===== config.mk =====
export PLATFORM = sky130hd
export DESIGN_NAME = mult_error_accum_flat
export DESIGN_NICKNAME = d
export VERILOG_FILES = /design/src/rtl/mult_error_accum_if.sv /design/src/rtl/mult_error_accum.sv /design/src/flat_wrapper.sv
export SDC_FILE = /design/constraint.sdc
export NUM_CORES = 1
export LEC_CHECK = 0
export CAP_MARGIN = 20
export CORE_MARGIN = 2
export CORE_UTILIZATION = 40
export DETAILED_ROUTE_END_ITERATION = 12
export GPL_TIMING_DRIVEN = 0
export PLACE_DENSITY = 0.6
export SYNTH_ARGS = -nofsm -noshare
export SYNTH_HDL_FRONTEND = slang
export SYNTH_SLANG_ARGS = --single-unit

===== constraint.sdc =====
create_clock -name clk -period 4.2 [get_ports clk]
set_input_delay 1.26 -clock clk [delete_from_list [all_inputs] [get_ports clk]]
set_output_delay 1.26 -clock clk [all_outputs]
set_load 0.005 [all_outputs]

===== src/rtl/mult_error_accum_if.sv =====
`default_nettype none
// ============================================================================
// Module      : mult_error_accum_if
// Description : Sample-pair stream carrying (exact, approx) products into the
//               error accumulator.
// Revision    : 1.0 - initial release
// ============================================================================
interface mult_error_accum_if #(
    parameter int W = 16
) ();
    logic         in_valid;
    logic         in_ready;
    logic [W-1:0] exact;
    logic [W-1:0] approx;

    modport master (
        output in_valid,
        output exact,
        output approx,
        input  in_ready
    );

    modport slave (
        input  in_valid,
        input  exact,
        input  approx,
        output in_ready
    );
endinterface
`default_nettype wire


===== src/rtl/mult_error_accum.sv =====
`default_nettype none
// ============================================================================
// Module      : mult_error_accum
// Description : Accumulates error statistics (error count, sum / max of error
//               distance) of an approximate multiplier over a window of
//               2**SAMPLES_LOG2 product pairs. The signed bias sum is built
//               only when ERR_SIGNED_SUM_EN is defined.
// Revision    : 1.0 - initial release
// ============================================================================
module mult_error_accum #(
    parameter int W            = 16,
    parameter int SAMPLES_LOG2 = 8,
    parameter int ACC_W        = W + SAMPLES_LOG2
) (
    input  wire logic                    clk,
    input  wire logic                    rst_n,
    input  wire logic                    i_start,
    mult_error_accum_if.slave            s_in,
    output logic                         o_busy,
    output logic                         o_done,
    output logic [SAMPLES_LOG2:0]        o_err_count,
    output logic [ACC_W-1:0]             o_sum_ed,
    output logic [W-1:0]                 o_max_ed,
    output logic [ACC_W:0]               o_sum_bias
);

    localparam logic [1:0] c_IDLE  = 2'd0;
    localparam logic [1:0] c_RUN   = 2'd1;
    localparam logic [1:0] c_DRAIN = 2'd2;
    localparam logic [1:0] c_DONE  = 2'd3;

    localparam logic [SAMPLES_LOG2-1:0] c_CNT_LAST = '1;

    logic [1:0]              r_state;
    logic [SAMPLES_LOG2-1:0] r_cnt;

    logic                    r_s1_vld;
    logic [W-1:0]            r_s1_ed;
    logic                    r_s1_neq;

    logic [SAMPLES_LOG2:0]   r_err_count;
    logic [ACC_W-1:0]        r_sum_ed;
    logic [W-1:0]            r_max_ed;

    logic                    w_accept;
    logic                    w_clear;
    logic [W-1:0]            w_ed;
    logic                    w_neq;

    assign s_in.in_ready = (r_state == c_RUN);
    assign w_accept      = s_in.in_valid && (r_state == c_RUN);
    assign w_clear       = i_start && ((r_state == c_IDLE) || (r_state == c_DONE));

    assign w_ed  = (s_in.exact >= s_in.approx) ? (s_in.exact - s_in.approx)
                                               : (s_in.approx - s_in.exact);
    assign w_neq = (s_in.exact != s_in.approx);

    always_ff @(posedge clk or negedge rst_n) begin
        if (!rst_n) begin
            r_state <= c_IDLE;
            r_cnt   <= '0;
        end else begin
            case (r_state)
                c_IDLE, c_DONE: begin
                    if (w_clear) begin
                        r_state <= c_RUN;
                        r_cnt   <= '0;
                    end
                end
                c_RUN: begin
                    if (w_accept) begin
                        r_cnt <= r_cnt + 1'b1;
                        if (r_cnt == c_CNT_LAST) begin
                            r_state <= c_DRAIN;
                        end
                    end
                end
                c_DRAIN: r_state <= c_DONE;
                default: r_state <= c_IDLE;
            endcase
        end
    end

    // Stage 1: distance and inequality of the accepted pair.
    always_ff @(posedge clk or negedge rst_n) begin
        if (!rst_n) begin
            r_s1_vld <= 1'b0;
            r_s1_ed  <= '0;
            r_s1_neq <= 1'b0;
        end else begin
            r_s1_vld <= w_accept;
            if (w_accept) begin
                r_s1_ed  <= w_ed;
                r_s1_neq <= w_neq;
            end
        end
    end

    // Stage 2: fold into the window statistics. The last sample lands during DRAIN,
    // so a clear (only possible in IDLE/DONE) never collides with a commit.
    always_ff @(posedge clk or negedge rst_n) begin
        if (!rst_n) begin
            r_err_count <= '0;
            r_sum_ed    <= '0;
            r_max_ed    <= '0;
        end else if (w_clear) begin
            r_err_count <= '0;
            r_sum_ed    <= '0;
            r_max_ed    <= '0;
        end else if (r_s1_vld) begin
            r_err_count <= r_err_count + {{SAMPLES_LOG2{1'b0}}, r_s1_neq};
            r_sum_ed    <= r_sum_ed + {{(ACC_W-W){1'b0}}, r_s1_ed};
            if (r_s1_ed > r_max_ed) begin
                r_max_ed <= r_s1_ed;
            end
        end
    end

`ifdef ERR_SIGNED_SUM_EN
    logic [ACC_W:0] r_s1_bias;
    logic [ACC_W:0] r_sum_bias;
    logic [ACC_W:0] w_bias;

    // Zero-extending both operands past W+1 bits makes the difference a correct
    // two's-complement value of (approx - exact).
    assign w_bias = {{(ACC_W+1-W){1'b0}}, s_in.approx} - {{(ACC_W+1-W){1'b0}}, s_in.exact};

    always_ff @(posedge clk or negedge rst_n) begin
        if (!rst_n) begin
            r_s1_bias <= '0;
        end else if (w_accept) begin
            r_s1_bias <= w_bias;
        end
    end

    always_ff @(posedge clk or negedge rst_n) begin
        if (!rst_n) begin
            r_sum_bias <= '0;
        end else if (w_clear) begin
            r_sum_bias <= '0;
        end else if (r_s1_vld) begin
            r_sum_bias <= r_sum_bias + r_s1_bias;
        end
    end

    assign o_sum_bias = r_sum_bias;
`else
    assign o_sum_bias = '0;
`endif

    assign o_busy      = (r_state == c_RUN) || (r_state == c_DRAIN);
    assign o_done      = (r_state == c_DONE);
    assign o_err_count = r_err_count;
    assign o_sum_ed    = r_sum_ed;
    assign o_max_ed    = r_max_ed;

endmodule
`default_nettype wire

===== src/flat_wrapper.sv =====
// flat-port wrapper written by rule: the top's interface ports become plain ports
module mult_error_accum_flat 
#(
    parameter int W            = 16,
    parameter int SAMPLES_LOG2 = 8,
    parameter int ACC_W        = W + SAMPLES_LOG2
)
  (clk, rst_n, i_start, o_busy, o_done, o_err_count, o_sum_ed, o_max_ed, o_sum_bias, s_in_in_valid, s_in_exact, s_in_approx, s_in_in_ready);
  mult_error_accum_if #(.W(W)) s_in_i ();
  input  wire logic clk;
  input  wire logic rst_n;
  input  wire logic i_start;
  output logic o_busy;
  output logic o_done;
  output logic [SAMPLES_LOG2:0] o_err_count;
  output logic [ACC_W-1:0] o_sum_ed;
  output logic [W-1:0] o_max_ed;
  output logic [ACC_W:0] o_sum_bias;
  input wire logic [$bits(s_in_i.in_valid)-1:0] s_in_in_valid;
  input wire logic [$bits(s_in_i.exact)-1:0] s_in_exact;
  input wire logic [$bits(s_in_i.approx)-1:0] s_in_approx;
  output wire logic [$bits(s_in_i.in_ready)-1:0] s_in_in_ready;
  assign s_in_i.in_valid = s_in_in_valid;
  assign s_in_i.exact = s_in_exact;
  assign s_in_i.approx = s_in_approx;
  assign s_in_in_ready = s_in_i.in_ready;
  mult_error_accum #(.W(W), .SAMPLES_LOG2(SAMPLES_LOG2), .ACC_W(ACC_W)) u_core (.clk(clk), .rst_n(rst_n), .i_start(i_start), .s_in(s_in_i), .o_busy(o_busy), .o_done(o_done), .o_err_count(o_err_count), .o_sum_ed(o_sum_ed), .o_max_ed(o_max_ed), .o_sum_bias(o_sum_bias));
endmodule

After elaboration in Yosys (flattened, before gate mapping)
Cells that the tools add are included.
Operators by class
  add/subtract/negate cells: 5
  equality and inequality tests: 8
  $lt $le $gt $ge: 2
  reductions and logical operators: 12
  multiplexer cells: 15
Operator list (count)
  $mux 16: 4
  $mux 24: 2
  $sub 16x16->16: 2
  $add 24x16->24: 1
  $mux 9: 2
  $ge 16x16->1: 1
  $gt 16x16->1: 1
  $mux 8: 2
  $ne 16x16->1: 1
  $pmux 8 s2: 1
  $add 9x1->9: 1
  $add 8x1->8 const B: 1
  $eq 8x8->1 const B: 1
  $mux 2: 3
  $ne 2x1->1 const B: 3
  $pmux 2 s3: 1
  $reduce_and 3->1: 2
  $reduce_bool 2->1: 3
  $eq 2x2->1 const B: 2
  $eq 2x1->1 const B: 1
  $logic_and 1x1->1: 2
  $logic_not 2->1: 1
  $logic_or 1x1->1: 2
  $reduce_and 2->1: 1
  $reduce_or 2->1: 1
Storage, ports and cells
  bits of input ports: 36
  register bits after elaboration: 77
  logic and storage cells: 50
  output and inout port bits: 77

Depth between registers and ports, before layout
Gate-level depths: netlist of the first run.
  depth in word-level cells: 5
  gate-level depth with buffers: 13

Worst setup path after synthesis of the first run
Ideal clock, no wire load.
  path type: input -> register
  start: input s_in_exact[0]
  end: register u_core.r_s1_ed[11]
  stages: 12
  path buffers: 1
  data required time: 4.068 ns
  library setup time: 0.132 ns
  path slack: 0.623 ns
  arrival: 3.445 ns
  cells stage by stage: inv_1 > ha_1 > fa_1 > nand3b_1 > a21oi_2 > nor4_2 > o31ai_2 > buf_6 > mux2_4 > a31oi_2 > xor2_1 > o21ai_1
On the way
  longest elaborated chain between the ends: 2
  elaborated cells on any way between the ends: 4
  those cells by class: add/sub: 2; order compare: 1; mux: 1
RTL lines
  start: declaration: RTL line flat_wrapper.sv:20  | input wire logic [$bits(s_in_i.exact)-1:0] s_in_exact;
  $sub 16x16->16 (tied with other cells): RTL line mult_error_accum.sv:55  | : (s_in.approx - s_in.exact);
  $mux 16 (*): RTL line mult_error_accum.sv:54  | assign w_ed = (s_in.exact >= s_in.approx) ? (s_in.exact - s_in.approx)
  end signal: assignment: RTL line mult_error_accum.sv:93  | r_s1_ed <= w_ed;
  end: declaration: RTL line mult_error_accum.sv:38  | logic [W-1:0] r_s1_ed;
Mark *: on every way between the ends. The rest lies on a longest branch, timed or not.
A chain may end at the register's enable or synchronous reset.

Final worst setup path of the first run
Same ends and word-level chain as after synthesis.

==> results of run 1 <==
[worst max-delay path, delay by kind of cell]
kind / cells / cell delay, ps
simple gates: 2 / 320
compound gates: 4 / 780
fa+ha+maj: 2 / 620
mux: 1 / 310
xor+xnor: 1 / 180
buf+inv: 3 / 760
[metal layers]
| layer | GRT usage | vias up |
|---|---|---|
| li1 | - | 2779 |
| met1 | 0.2199 | 2602 |
| met2 | 0.3431 | 133 |
| met3 | 0.02460 | 35 |
| met4 | 0.08033 | 0 |
| met5 | 0 | - |
[final cells by class]
cell class / instances / share of cell area
Tap cell: 211 / 0.03333
Sequential cell: 77 / 0.2433
Multi-Input combinational cell: 567 / 0.4907
Clock inverter: 3 / 0.01137
Buffer: 58 / 0.04692
Inverter: 62 / 0.02938
Clock buffer: 13 / 0.03412
Timing Repair Buffer: 87 / 0.1109
[power by group through the flow]
stage               Sequential (mW)  Clock, mW  Combinational, mW
finish                         1.21      0.930               2.40
global route                   1.25      0.975               2.71
CTS                            1.22      0.941               2.41
detailed placement             1.23          0               2.39
global placement               1.21          0               2.31
floorplan                      1.14          0               1.64
[worst min path at each step]
stage | depth (start not counted) | slack, ps | to
6_report | 2 | 520 | u_core.r_state[1]
5_1_grt | 2 | 590 | u_core.o_sum_ed[23]
4_1_cts | 2 | 530 | u_core.r_state[1]
3_5_place_dp | 2 | 520 | u_core.r_state[1]
3_3_place_gp | 2 | 500 | u_core.r_state[1]
2_1_floorplan | 2 | 470 | u_core.r_state[1]
[stage by stage]
step           total power [mW]  setup TNS, ps    util  setup WS (ps)  instance area (um2)
2_1_floorplan             2.785              0       -          622.8                 6410
3_3_place_gp              3.529         -68260  0.4920         -859.2                 7535
3_5_place_dp              3.620          -2396  0.4931         -273.8                 7552
4_1_cts                   4.564              0  0.5167          75.46                 7913
5_1_grt                   4.931              0  0.5172          22.11                 7920
6_report                  4.541              0  0.5172          177.9                 7920
[sequential cells by signal, summed over array words and instances, names as in the netlist]
| signal | count |
|---|---|
| u_core.o_sum_ed | 24 |
| u_core.r_state | 2 |
| u_core.o_max_ed | 16 |
| u_core.r_cnt | 8 |
| u_core.r_s1_vld | 1 |
| u_core.r_s1_neq | 1 |
| u_core.r_s1_ed | 16 |
| u_core.o_err_count | 9 |
[cells by family (layout without fill, tap and decap cells)]
group                    Yosys count  in the layout  share of synthesized area
AND/OR/NAND/NOR                  211            211                     0.1627
other                              1             25                  0.0005934
adder cells (fa/ha/maj)           72             72                     0.1461
flip-flops                        77             77                     0.3049
buffers and inverters            120            223                    0.09562
multiplexers                      24             24                    0.03940
XOR/XNOR                          40             40                    0.05544
AO/OA/AOI/OAI                    195            195                     0.1952
[cell usage in the layout, fill, tap and decap left out, types with 7 or more instances in the layout]
cell type / count
o21ai_0: 54
mux2i_1: 20
a21oi_1: 62
nor2_1: 57
dfrtp_1: 77
ha_1: 69
inv_1: 62
nor2b_1: 8
nand4_1: 13
clkbuf_16: 9
o21ai_1: 9
nor3_1: 11
buf_4: 29
xnor2_1: 21
xor2_1: 19
conb_1: 25
clkdlybuf4s50_1: 85
nand2_1: 52
clkbuf_1: 20
or3_1: 7
nand3_1: 33
a21o_1: 21
o21a_1: 7
==> impl_metrics.tcl, run 1 <==
set metrics [dict create \
    grt_pass1_vias 5445 \
    boundaryPins 113 \
    r2r_setup_slack_ps 1400 \
    worstSetupPathType "in -> reg" \
    viasPerCell 5.147 \
    ant_nets 0 \
    clk_pin_slew_ps 60 \
    whs_ps 523.7 \
    antenna_found_initial 0 \
    ys_warn_count 0 \
    arrival_ps 4230 \
    crit_slowest_cell "clkdlybuf4s50_1" \
    final_cells 1078 \
    slowest_delay_ps 480 \
    async_reset_ff_frac 1.000 \
    yosys-top-cells-count "dfrtp_1 (77), ha_1 (69), a21oi_1 (62), inv_1 (62), nor2_1 (57)" \
    drtPass1Iterations 4 \
    routed_wl_um 15470 \
    dr_wl_met3_um 604 \
    synth_top_cell_by_area "dfrtp_1" \
    grtUsageTotal 0.1875 \
    r2r_end "u_core.o_sum_ed[20]" \
    vias 5549 \
    internal_power_mw 2.678 \
    hold_path.class "reg -> reg" \
    p_leak_nw 3.699 \
    fp.dieH_um 129.7 \
    seqPwrFrac 0.267 \
    ff2ff_path_depth 11 \
    cts_max_level 3 \
    p_sw_mw 1.862 \
    cts-resized-gates 0 \
    cp.required_ps 4410 \
    cp-endpoint "u_core.r_s1_ed[11]" \
    clock_path_buffers 2 \
    rsz0062_at_grt "false" \
    ir_drop_mv 0.2564 \
    finalHoldViolCount 0 \
    fin_crit_sh 0.9576 \
    p_per_area_nw_per_um2 573.3 \
    p_clk_frac 0.205 \
    maxCapViolCount 0 \
    cts.sinks 77 \
    regArea_um2 1927 \
    synth.avg_cell_area_um2 8.540 \
    postCtsSetupRepairBufs 0 \
    remaining_drc_errors 0 \
    yosysUniqueCellTypes 67 \
    switching_share 0.4101 \
    drive_gt1_frac 0.08535 \
    synthFlopType "dfrtp_1" \
    clkLatencyLatePin_ps 340 \
    netlist_area_um2 6320 \
    end_kind "flip-flop" \
    place_congestion 0.9089 \
    top_layer "met4" \
    placed_cells 1062 \
    fmax_ghz 0.2486 \
    io_buffer_count 86 \
    grt_pass1_wl_um 25450 \
    core_um2 15310 \
    crit_chain "clkdlybuf4s50_1 -> inv_1 -> ha_1 -> fa_1 -> nand3b_1 -> a21oi_4 -> nor4_2 -> o31ai_2 -> buf_6 -> mux2_4 -> a31oi_2 -> xor2_1 -> o21ai_1" \
    ys_seq_area_frac 0.3049 \
    fin_worst_skew_ps 7.004 \
    finalSetupViolCount 0 \
    wl_per_cell_um 14.35 \
    wl_met2_um 7902 \
    syn_inst 740 \
    area_delta_synth_final_pct 25.32 \
    wirelength_met1_um 6575 \
    fp.dieArea_um2 16820 \
    period_needed_ps 4022 \
    status "finished clean" \
    slew_viol_final 0 \
    die_w_um 129.7 \
    place_hpwl_um 12540 \
    nets 970 \
    cp_max_fo 10 \
    cp-start-kind "primary input" \
    postCtsHoldBufs 0 \
    min_from "u_core.r_state[1]" \
    yosysTopAreaCellShare 0.3049 \
    synth_most_common_cell "dfrtp_1" \
    yosys-top-cells-area "dfrtp_1 (30%), ha_1 (14%), a21oi_1 (4.9%), o21ai_0 (4.3%), inv_1 (3.7%)" \
    drt-initial-drc-count 258 \
    crit_start "s_in_exact[0]" \
    fp-row-count 45 \
    synth_edf_count 0 \
    synth_seq_cells 77 \
    cts-root-buf "clkbuf_16" \
    antenna_cells 0 \
    pwr-share-comb 0.528 \
    rr_startpoint "u_core.r_s1_ed[0]" \
    cts_buffers 9 \
    cts_tree "done" \
    worstMarginPinSlew_ps 654.4 \
    fillers 1459 \
    grt_max_degree 41 \
    initial_core_util 0.4127 \
    relSlewSlack 0.5637 \
    globalRouteOverflowTotal 0 \
    multiInputGateArea_um2 3886 \
]
Note: power is estimated with default switching activity, not from simulation.
==> run 2, diff against run 1 <==
Settings changed: ABC_AREA set to 1.
Clock period 4.2 ns to 3.83 ns, I/O delays scaled along.
==> run 2 against run 1 <==
Compared with the run above:
- register-to-register slack lost 50 ps
- count of clock-buffer cells in the layout is 4 lower
- core utilization down 1.6 points
- critical endpoint is now u_core.r_s1_ed[13]
- largest cell class unchanged
==> impl_metrics.tcl, run 2 <==
set metrics [dict create \
    status "finished clean" \
    worstSetupPathType "in -> reg" \
    place_hpwl_um 14610 \
    p_per_area_nw_per_um2 574.9 \
    cp-start-kind "primary input" \
    synthXorXnorAreaFrac 0.02001 \
    maxCapViolCount 0 \
    clk_pin_slew_ps 60 \
    yosysUniqueCellTypes 44 \
    cts_buffers 9 \
    relSlewSlack 0.5979 \
    cts-root-buf "clkbuf_16" \
    drtPass1Iterations 7 \
    antenna_found_initial 0 \
    finalSetupViolCount 0 \
    final_common_cell "nand2_1" \
    synth_top_cell_by_area "dfrtp_1" \
    nets 1291 \
    initial_core_util 0.4076 \
    yosys-top-cells-count "nand2_1 (372), inv_1 (149), dfrtp_1 (77)" \
    cts.sinks 77 \
    post-place-ws_ps 414.1 \
    viasPerCell 4.726 \
    yosys.area_share.simple 0.3454 \
    arrival_ps 3270 \
    synthFlopType "dfrtp_1" \
    ir_drop_mv 0.2647 \
    slew_viol_final 0 \
    largest_reg_flops 24 \
    setup-tns-final_ps 0 \
    clock_path_buffers 2 \
    die_w_um 136.3 \
    synth_most_common_cell "nand2_1" \
    grt_pass1_wl_um 29160 \
    finalHoldViolCount 0 \
    grtUsageTotal 0.1959 \
    postCtsSetupRepairBufs 0 \
    clkLatencyLatePin_ps 340 \
    layout_common_cells "nand2_1 (372), inv_1 (149), clkdlybuf4s50_1 (86)" \
    synth_edf_count 0 \
    postCtsHoldBufs 0 \
    fp.dieH_um 136.3 \
    hold_path.class "reg -> reg" \
    ant_nets 0 \
    globalRouteOverflowTotal 0 \
    cts_max_level 3 \
    io_buffer_count 87 \
    worstMarginPinSlew_ps 603.1 \
    grt_pass1_vias 6205 \
    rsz0062_at_grt "false" \
    period_needed_ps 3048 \
    syn_inst 1060 \
    fin_worst_skew_ps 10.36 \
    cp_max_fo 10 \
    synth_compound_area_frac 0.09614 \
    core_um2 17180 \
    synth_top_family_by_area "simple AND/OR/NAND/NOR gates" \
    end_kind "flip-flop" \
    netlist_area_um2 7002 \
    synthMuxAreaShare 0 \
    area_delta_synth_final_pct 22.93 \
    final_cells 1412 \
    vias 6673 \
    drt-initial-drc-count 241 \
    cp.required_ps 4060 \
    yosys-top-cells-area "dfrtp_1 (28%), nand2_1 (20%), ha_1 (12%), inv_1 (8.0%), a21oi_1 (4.8%)" \
    place_congestion 0.8842 \
    antenna_cells 0 \
    wl_per_cell_um 12.51 \
    fin_crit_sh 0.7959 \
    ys_seq_area_frac 0.2752 \
    cts-resized-gates 0 \
    placed_cells 1397 \
    async_reset_ff_frac 1.000 \
    whs_ps 515.8 \
    remaining_drc_errors 0 \
    synth_fa_ha_area_frac 0.1319 \
    grt_max_degree 45 \
    fp.dieArea_um2 18580 \
    p_leak_nw 4.692 \
    fmax_ghz 0.3281 \
    layout_setup_ws_ps 781.7 \
    ys_warn_count 0 \
    yosysTopAreaCellShare 0.2752 \
    fp-row-count 48 \
    drive_gt1_frac 0.07161 \
    cts_tree "done" \
    synth.avg_cell_area_um2 6.605 \
    boundaryPins 113 \
    routed_wl_um 17670 \
    synth_seq_cells 77 \
]
==> run 2: through the flow <==
| stage | utilization | power (mW) | cell area (um2) |
|---|---|---|---|
| 6_report | 0.5011 | 4.948 | 8607 |
| 5_1_grt | 0.5011 | 5.397 | 8607 |
| 4_1_cts | 0.5011 | 4.983 | 8607 |
| 3_5_place_dp | 0.4814 | 3.988 | 8269 |
| 3_3_place_gp | 0.4800 | 3.950 | 8244 |
| 2_1_floorplan | - | 3.010 | 7092 |
==> run 2: critical path: stages <==
cell	delay, ps
clkdlybuf4s50_1	480
inv_1	50
ha_1	200
fa_1	440
o21ai_2	250
nand2_2	90
nand2_4	80
nand2_4	60
inv_2	60
nor2_4	60
buf_6	140
nand2_1	60
nand2_1	40
nand2_1	60
nand2_1	50
==> run 2: kinds of logic (layout without fill, tap and decap cells) <==
kind of cell / after synthesis / count (layout)
AND/OR/NAND/NOR: 562 / 562
buffers and inverters: 207 / 310
flip-flops: 77 / 77
other: 1 / 25
adder cells (fa/ha/maj): 72 / 72
XOR/XNOR: 16 / 16
AO/OA/AOI/OAI: 125 / 125
==> run 2: layout make-up <==
type	instances	area [um2]
Inverter	159	596.8
Clock buffer	9	225.2
Timing Repair Buffer	88	895.9
Fill cell	1826	8569
Sequential cell	77	1927
Multi-Input combinational cell	800	4249
Tap cell	225	281.5
Buffer	48	319.1
Clock inverter	6	112.6
==> run 2: routing by layer <==
| layer | share of wire | global-route usage | wire length (um) | vias up |
|---|---|---|---|---|
| met2 | 0.49 | 0.3520 | 8724 | 124 |
| li1 | - | - | - | 3564 |
| met4 | 0.021 | 0.05961 | 376 | 0 |
| met1 | 0.45 | 0.2447 | 8013 | 2958 |
| met5 | 0 | 0 | 0 | - |
| met3 | 0.031 | 0.02274 | 552 | 27 |
==> run 2: where the power goes <==
part	internal (mW)	leakage, nW	switching, mW
Combinational	1.05	3.49	1.55
Clock	0.634	0.165	0.345
Sequential	1.07	1.03	0.305
==> run 2: worst paths after layout <==
check,start,end,slack [ps],cells past startpoint
worst max-delay path,s_in_exact[0],u_core.r_s1_ed[13],780,15
worst min-delay path,u_core.r_cnt[7],u_core.r_cnt[7],520,2
worst max register to register,u_core.r_s1_ed[0],u_core.o_sum_ed[14],1350,13
worst min register to register,u_core.r_cnt[7],u_core.r_cnt[7],520,2
max in group asynchronous,rst_n,u_core.o_max_ed[13],2490,2
min in group asynchronous,rst_n,u_core.o_sum_ed[5],760,1
==> variant, RTL diff (flow settings as in run 2) <==
`W` is set to 16 in 3 places; all go to 24.
--- a/src/rtl/mult_error_accum_if.sv
+++ b/src/rtl/mult_error_accum_if.sv
@@ -8,3 +8,3 @@
 interface mult_error_accum_if #(
-    parameter int W = 16
+    parameter int W = 24
 ) ();
--- a/src/rtl/mult_error_accum.sv
+++ b/src/rtl/mult_error_accum.sv
@@ -10,3 +10,3 @@
 module mult_error_accum #(
-    parameter int W            = 16,
+    parameter int W            = 24,
     parameter int SAMPLES_LOG2 = 8,
--- a/src/flat_wrapper.sv
+++ b/src/flat_wrapper.sv
@@ -3,3 +3,3 @@
 #(
-    parameter int W            = 16,
+    parameter int W            = 24,
     parameter int SAMPLES_LOG2 = 8,
Interface: changed (5 resized); port bits go from 113 to 153. The function was not compared with the original's and may differ.
==> variant against run 2 <==
- power is 33% higher
- clock power is 5.2% lower
- final cell count up 54%
- area after synthesis rose by 48%
- final area increased by 45%
- register-to-register slack got worse by 0.22 ns
- combinational power up 46%
- routed wire length grew 69%
- sequential power increased by 36%
- die area rose by 47%
- worst setup slack lost 0.21 ns
- non-clock buffer count up 56
- sequential cell count grew 24
==> variant: results (changes against run 2) <==
| Metric | Value |
|---|---|
| Leakage | `7.03 nW (+50%)` |
| Count of different cell masters after synthesis | `41 (-6.8%)` |
| Clock network share of area | `2.45% (-1.5 points)` |
| Result of the run | `complete, no violations` |
| Non-clock buffer area fraction after layout | `13.6% (-0.53 points)` |
| Launch point of the critical path | `s_in_approx[19]` |
| Global placement routability congestion | `0.887 (+0.32%)` |
| Final sequential cell count | `101 (+31%)` |
| Worst hold margin | `0.508 ns (-0.00745 ns)` |
| Count of routing violations after the opening detailed-route iteration | `590 (+140%)` |
| Drt total wl | `29,800 microns (+69%)` |
| Worst slew margin relative to its limit | `54.4% (-5.4 points)` |
| Post-synthesis sequential area ratio | `24.3% (-3.2 points)` |
| Arrival time reported for the critical path endpoint | `3.56 ns (+0.29 ns)` |
| DRT met1 WL | `13,100 microns (+64%)` |
| CP top delay family | `simple AND/OR/NAND/NOR gates` |
| Vias in the first global route | `10,000 (+62%)` |
| Number of fillers in the final layout | `2,618 (+43%)` |
| Worst setup path endpoint | `u_core.r_s1_ed[19]$_DFFE_PN0P_` |
| Detailed-routed wire length on met2 | `14,900 microns (+70%)` |
| Most instantiated cells after synthesis | `sky130_fd_sc_hd__nand2_1, sky130_fd_sc_hd__inv_1, sky130_fd_sc_hd__nand3_1` |
| Hold path cells | `1 (-1)` |
| Total area of sequential cells | `2530 sq um (+31%)` |
| Layout cells sized above 1 | `6.62% (-0.54 points)` |
| RR Startpoint | `u_core.r_state[0]$_DFFE_PN0P_` |
| FF-to-FF setup slack | `1.13 ns (-0.22 ns)` |
| Origin of the worst min-delay path | `u_core.o_err_count[7]$_DFFE_PN0P_` |
| Number of non-clock inverters in the layout | `283 (+78%)` |
| Multi-In Gates | `1,252 (+56%)` |
| Largest vdd supply drop | `0.274 mV (+3.4%)` |
| WHS Endpoint | `u_core.o_err_count[7]$_DFFE_PN0P_` |
variant: per-stage QoR:
stage,cells,worst slack [ns],setup TNS (ns)
2_1_floorplan,1708,1.10,0
3_3_place_gp,2157,-2.31,-232.70
3_5_place_dp,2158,0.190,0
4_1_cts,2174,0.571,0
5_1_grt,2174,0.404,0
6_report,2174,0.572,0
variant: metal layers:
layer	vias up	global-route usage, %
met5	-	0
met4	0	7.71
met3	52	1.97
met2	223	41.4
met1	4721	27.2
li1	5496	-
variant: power by group through the flow:
stage	Clock [W]	Combinational (W)	Sequential (W)
floorplan	0	0.00248	0.00172
global placement	0	0.00371	0.00187
detailed placement	0	0.00378	0.00187
CTS	0.000947	0.00380	0.00186
global route	0.000997	0.00434	0.00191
finish	0.000928	0.00379	0.00186
